## config.mk

```make
export PLATFORM = sky130hd
export DESIGN_NAME = pkt_gen_axis
export DESIGN_NICKNAME = d
export VERILOG_FILES = /design/src/rtl/pkt_gen_axis.sv
export SDC_FILE = /design/constraint.sdc
export NUM_CORES = 1
export LEC_CHECK = 0
export CAP_MARGIN = 25
export CORE_ASPECT_RATIO = 2
export CORE_MARGIN = 2
export CORE_UTILIZATION = 43
export DETAILED_ROUTE_END_ITERATION = 6
export HOLD_SLACK_MARGIN = 0.08
export PLACE_DENSITY_LB_ADDON = 0.3
export SETUP_SLACK_MARGIN = 0.4
export SYNTH_ARGS = -nofsm -noshare
export SYNTH_HDL_FRONTEND = slang
export SYNTH_SLANG_ARGS = --single-unit
```

## constraint.sdc

```tcl
create_clock -name clk -period 11.32 [get_ports clk]
set_clock_uncertainty 0.2 [all_clocks]
set_input_delay 1.698 -clock clk [delete_from_list [all_inputs] [get_ports clk]]
set_output_delay 1.698 -clock clk [all_outputs]
set_load 0.1 [all_outputs]
```

## src/rtl/pkt_gen_axis.sv

```systemverilog
// Ethernet frame generator: turns one command into one AXI-Stream frame of
// generic width, with fixed or incrementing payload and an optional inter-frame gap.
module pkt_gen_axis #(
  parameter int DATA_WIDTH = 64,
  parameter int MIN_SIZE   = 14,
  parameter int IFG_CYCLES = 0
) (
  input  logic                    clk,
  input  logic                    rst,
  input  logic                    cmd_valid,
  output logic                    cmd_ready,
  input  logic [10:0]             cmd_size,
  input  logic [47:0]             cmd_d_mac,
  input  logic [47:0]             cmd_s_mac,
  input  logic [15:0]             cmd_ethertype,
  input  logic [7:0]              cmd_payload,
  input  logic                    cmd_mode,
  output logic                    m_axis_tvalid,
  input  logic                    m_axis_tready,
  output logic                    m_axis_tlast,
  output logic [DATA_WIDTH/8-1:0] m_axis_tkeep,
  output logic [DATA_WIDTH-1:0]   m_axis_tdata,
  output logic [31:0]             frame_count,
  output logic                    busy
);

  localparam int N     = DATA_WIDTH / 8;
  localparam int LOG2N = $clog2(N);
  localparam int REMW  = LOG2N + 1;
  localparam logic [10:0] MIN_L = 11'(MIN_SIZE);
  localparam logic [7:0]  IFG   = 8'(IFG_CYCLES);

  typedef enum logic [1:0] {IDLE, SEND, GAP} state_t;

  state_t          state;
  logic [127:0]    hdr;
  logic [7:0]      payload;
  logic            mode;
  logic [15:0]     beat;
  logic [15:0]     last_beat;
  logic [N-1:0]    keep_last;
  logic [7:0]      gap_cnt;

  logic [10:0]     eff_len;
  logic [15:0]     n_beats;
  logic [REMW-1:0] rem;
  logic [N-1:0]    keep_calc;
  logic [DATA_WIDTH-1:0] beat_data;
  logic [15:0]     k;
  logic [7:0]      b;

  always_comb begin
    eff_len = (cmd_size < MIN_L) ? MIN_L : cmd_size;
    n_beats = (16'(eff_len) + 16'(N - 1)) >> LOG2N;
    rem     = (eff_len[LOG2N-1:0] == '0) ? REMW'(N) : REMW'(eff_len[LOG2N-1:0]);
    keep_calc = '0;
    for (int unsigned j = 0; j < N; j++)
      keep_calc[j] = (REMW'(j) < rem);
  end

  // Beat contents are generated from the beat index; header bytes come from a
  // little-endian packed copy of {ethertype, s_mac, d_mac}.
  always_comb begin
    beat_data = '0;
    k = '0;
    b = '0;
    for (int unsigned j = 0; j < N; j++) begin
      k = (beat << LOG2N) + 16'(j);
      if (k < 16'd14)
        b = hdr[{k[3:0], 3'b000} +: 8];
      else if (mode)
        b = payload + 8'(k - 16'd14);
      else
        b = payload;
      beat_data[8*j +: 8] = b;
    end
  end

  always_ff @(posedge clk or posedge rst) begin
    if (rst) begin
      state         <= IDLE;
      cmd_ready     <= 1'b0;
      busy          <= 1'b0;
      m_axis_tvalid <= 1'b0;
      m_axis_tlast  <= 1'b0;
      m_axis_tkeep  <= '0;
      m_axis_tdata  <= '0;
      frame_count   <= '0;
      hdr           <= '0;
      payload       <= '0;
      mode          <= 1'b0;
      beat          <= '0;
      last_beat     <= '0;
      keep_last     <= '0;
      gap_cnt       <= '0;
    end else begin
      case (state)
        IDLE: begin
          if (cmd_valid && cmd_ready) begin
            hdr       <= {16'h0000, cmd_ethertype, cmd_s_mac, cmd_d_mac};
            payload   <= cmd_payload;
            mode      <= cmd_mode;
            beat      <= '0;
            last_beat <= n_beats - 16'd1;
            keep_last <= keep_calc;
            state     <= SEND;
            busy      <= 1'b1;
            cmd_ready <= 1'b0;
          end else begin
            cmd_ready <= 1'b1;
            busy      <= 1'b0;
          end
        end
        SEND: begin
          // The first load happens one cycle after acceptance, then one load per handshake.
          if (!m_axis_tvalid || (m_axis_tready && !m_axis_tlast)) begin
            m_axis_tvalid <= 1'b1;
            m_axis_tdata  <= beat_data;
            m_axis_tlast  <= (beat == last_beat);
            m_axis_tkeep  <= (beat == last_beat) ? keep_last : '1;
            beat          <= beat + 16'd1;
          end else if (m_axis_tready) begin
            m_axis_tvalid <= 1'b0;
            m_axis_tlast  <= 1'b0;
            frame_count   <= frame_count + 32'd1;
            if (IFG != 8'd0) begin
              state   <= GAP;
              gap_cnt <= IFG;
            end else begin
              state     <= IDLE;
              busy      <= 1'b0;
              cmd_ready <= 1'b1;
            end
          end
        end
        GAP: begin
          if (gap_cnt == 8'd1) begin
            state     <= IDLE;
            busy      <= 1'b0;
            cmd_ready <= 1'b1;
          end else begin
            gap_cnt <= gap_cnt - 8'd1;
          end
        end
        default: state <= IDLE;
      endcase
    end
  end

endmodule
```

==> impl_summary.md <==
Outcome
The flow ran to the end, and the final reports show no timing, DRC or antenna violations.

STA
The period utilization is 0.3748. The number of failing hold endpoints at the final stage is 0. Setup repair after global routing left no endpoint under its margin. Setup total negative slack on the finished layout was measured at 0 ps.

Setup violations remaining at the end of the flow were counted as 0. The timing-limited maximum frequency is 0.2357 GHz. In the post-route analysis, the smallest setup slack over all paths is 7078 ps.

For the finished layout, the period the worst path requires is around 4200 ps. At the pin with the least slew margin, the transition time is 1128 ps. The number of slew-limit violations in the final report is 0. The worst slew slack as a fraction of its limit is 0.2456. Across all hold checks on the routed design, the worst slack comes to 268.0 ps.

Clock tree
The total of cells resized after clock tree synthesis is 0. The number of hold buffers added after CTS was 0. In this run the number of H-tree levels came out at 1. CTS placed an instance of sky130_fd_sc_hd__clkbuf_16 at the clock tree root. The TritonCTS buffer count is 25. The CTS tree is done.

The number of post-CTS setup repair buffers is 0. Clock tree synthesis found a total of 264 sinks. No sink is reached through more buffers than the 3 on the longest clock path. The clock transition time at the flip-flop clock pins of the worst setup and hold paths is 60 ps.

At the later pin of the worst-skew pair, clock insertion delay measures 530 ps.

Die
The count of boundary I/O pins is 244. The initial core utilization is 0.4358. The overall die height is 251.3 µm. The die extent in x is 127.7 µm. The core footprint is 30180 µm². The die covers about 32000 µm². The number of cell rows is 90.

Place
During placement, the flow inserted port buffers numbering 243. The worst slack at placement is 6528 ps. The half-perimeter wire length of the detailed placement result is 27840 µm. The routability congestion estimate is roughly 0.9.

Global route
The initial antenna violation count was 6. The number of global-route vias before repair is 11.03k. The first global-routing pass estimated slightly below 60000 µm of wire. In the global route stage, overall resource usage came out at 0.2378. Entering global routing, the biggest net connects between 100 and 150 pins. Summed over all layers, the global routing overflow is 0.

Logic synthesis
The post-synthesis sequential area ratio is 0.5023. Synthesis produced a netlist with a net count of around 1.6k. After synthesis, the cell types taking the most area are sky130_fd_sc_hd__dfrtp_1 (50%), sky130_fd_sc_hd__nand2_1 (13%), sky130_fd_sc_hd__xnor2_1 (4.3%).

The largest family of logic cells by synthesized area is simple AND/OR/NAND/NOR gates. The share of the synthesized area in the top cell type is 0.5023. The cell area after synthesis is 13150 µm². The synthesized instance count is 1437.

The share of synthesized flip-flops with an asynchronous set or reset is 1.000. Of the total synthesized cell area, the portion taken by XOR and XNOR cells is 0.06859. The synthesized design contains 0 enable-type register cells. In this run the mean area of a mapped cell was 9.152 µm². The post-synthesis cell type count is 67.

Yosys printed 0 warnings. Of the total synthesized cell area, the portion taken by AND, OR, NAND and NOR gates is 0.2172. The share of cell area taken by muxes after synthesis is 0.02512.

The synthesized-area fraction occupied by ao, oa, aoi and oai cells was 0.1202. The cell accounting for the most synthesized area is sky130_fd_sc_hd__dfrtp_1. The area share of fa/ha/maj cells after synthesis is 0.02759. After synthesis the netlist holds a flip-flop and latch count of about 260. The dominant synthesized flop cell is sky130_fd_sc_hd__dfrtp_1.

Setup path
For the worst setup path, the data required time is ~12000 ps. The highest fanout seen on the critical path is 5. The worst setup path is launched from a primary input. At the worst endpoint, the arrival time is roughly 4400 ps. The setup check on the worst reg-to-reg path leaves a slack of 7780 ps. The critical path start-end classification is in2reg. The endpoint class of the critical path is a register.

Final layout
The multi-input combinational cells in the finished layout cover a total of between 6000 and 7000 µm². Relative to the synthesized area, the layout overhead comes to 26.07%. Leaving out fill and tap cells, the most frequent cells in the layout are sky130_fd_sc_hd__nand2_1 (464), sky130_fd_sc_hd__dfrtp_1 (262), sky130_fd_sc_hd__clkdlybuf4s50_1 (243). In the final layout, flip-flops and latches occupy around 6600 µm². In the final layout, the share of cells above drive strength 1 is 0.05218. The most common library cell in the layout ignoring fill and taps is sky130_fd_sc_hd__nand2_1. In the final design database the tool counted 1792 nets. The final-layout fill cell count is 2815.

Routing
After detailed routing, the total wire length is 38160 µm. The first routing iteration left 528 violations. The routed layout has 10.79k vias. For this run, the detailed router's first-pass iteration total came to 5. The count of nets left with antenna violations once routing finished came out at 0. The final routed wire length divided by cell count is 18.87 µm.

In the routed layout, each cell is associated on average with a via count of 5.334. The post-route DRC violation count is 0.

Power and ir drop
The static leakage is 7.504 nW. The power density over cell area is roughly 340 nW/µm². VDD sags by at most 0.1845 mV.

Min path
The min-delay analysis places its worst path in the category reg2reg.

Run
Max-cap violations in this run came to 0.
-- per-layer routing --
metal,vias to the layer above,share of wire,track usage
met5,-,0,0
met4,0,0.068,0.1592
met3,100,0.036,0.02256
met2,278,0.53,0.4215
met1,5219,0.37,0.2670
li1,5189,-,-
-- worst max-delay path, stage by stage --
cell and delay [ps]:
sky130_fd_sc_hd__clkdlybuf4s50_1 460, sky130_fd_sc_hd__or3_1 470, sky130_fd_sc_hd__nor3_1 480, sky130_fd_sc_hd__o21ai_1 130
sky130_fd_sc_hd__xor2_1 160, sky130_fd_sc_hd__ha_1 240, sky130_fd_sc_hd__nand3b_1 190, sky130_fd_sc_hd__nor3_1 230
sky130_fd_sc_hd__o21bai_1 160, sky130_fd_sc_hd__xnor2_1 140, sky130_fd_sc_hd__o21ai_1 70
-- cell families after synthesis --
family          count (synthesis)
simple gates                  654
compound gates                245
fa+ha+maj                      26
buf+inv                       116
flops                         264
xor+xnor                      100
mux                            32
-- flip-flops by register name, indices dropped and copies added, names as in the netlist, 8 cells and up --
register,cells
beat,16
frame_count,32
hdr,112
keep_last,8
last_beat,10
m_axis_tdata,64
m_axis_tkeep,8
payload,8
-- metrics by stage --
stage / util / total power, mW / cell area [µm²] / instances
finish: 0.5494 / 5.681 / 16580 / 2022
global route: 0.5494 / 6.033 / 16580 / 2022
CTS: 0.5480 / 5.727 / 16540 / 2015
detailed placement: 0.5215 / 4.875 / 15740 / 1970
global placement: 0.5215 / 4.817 / 15740 / 1970
floorplan: - / 4.015 / 13150 / 1437
-- final cells by class --
cell class              count  share of cell area
diodes                      6           0.0009056
multi-input cells        1057              0.3647
clock buffers              40             0.04475
well taps                 368             0.02777
inverters                  28            0.006792
clock inverters             5            0.003396
repair buffers            254              0.1529
flip-flops and latches    264              0.3988
-- final timing paths --
kind | from | to | cells past startpoint
setup / recovery | cmd_size[9] | last_beat[6]$_DFFE_PP0P_ | 11
hold / removal | hdr[32]$_DFFE_PP0P_ | hdr[32]$_DFFE_PP0P_ | 2
setup reg to reg | beat[0]$_DFFE_PP0P_ | m_axis_tdata[47]$_DFFE_PP0P_ | 8
hold reg to reg | hdr[32]$_DFFE_PP0P_ | hdr[32]$_DFFE_PP0P_ | 2
max in group asynchronous | rst | beat[0]$_DFFE_PP0P_ | 4
min in group asynchronous | rst | m_axis_tdata[58]$_DFFE_PP0P_ | 2
-- report_power, final --
part	switching, mW	total [mW]	internal, mW
sequential	0.275	1.59	1.31
combinational	2.25	3.26	1.01
clock	0.361	0.833	0.472
total	2.88	5.68	2.80
-- synthesized netlist by cell type, types with 4 or more instances --
master / n
sky130_fd_sc_hd__nand2_1: 464
sky130_fd_sc_hd__dfrtp_1: 264
sky130_fd_sc_hd__xnor2_1: 64
sky130_fd_sc_hd__nor2_1: 61
sky130_fd_sc_hd__a21oi_1: 54
sky130_fd_sc_hd__clkbuf_1: 43
sky130_fd_sc_hd__o21ai_1: 40
sky130_fd_sc_hd__a211oi_1: 37
sky130_fd_sc_hd__o21ai_0: 34
sky130_fd_sc_hd__xor2_1: 34
sky130_fd_sc_hd__buf_2: 32
sky130_fd_sc_hd__inv_1: 26
sky130_fd_sc_hd__mux2i_1: 24
sky130_fd_sc_hd__nor2b_1: 23
sky130_fd_sc_hd__ha_1: 21
sky130_fd_sc_hd__o31ai_1: 20
sky130_fd_sc_hd__nand3_1: 19
sky130_fd_sc_hd__nor3_1: 18
sky130_fd_sc_hd__nand4_1: 16
sky130_fd_sc_hd__a31oi_1: 15
sky130_fd_sc_hd__and3_1: 12
sky130_fd_sc_hd__mux2_2: 8
sky130_fd_sc_hd__o22a_1: 8
sky130_fd_sc_hd__a21o_1: 7
sky130_fd_sc_hd__a221oi_1: 6
sky130_fd_sc_hd__buf_4: 6
sky130_fd_sc_hd__and2_1: 5
sky130_fd_sc_hd__buf_1: 5
sky130_fd_sc_hd__fa_1: 5
sky130_fd_sc_hd__nand3b_1: 4
sky130_fd_sc_hd__nor4_4: 4
Power figures use the tool's default switching activity.
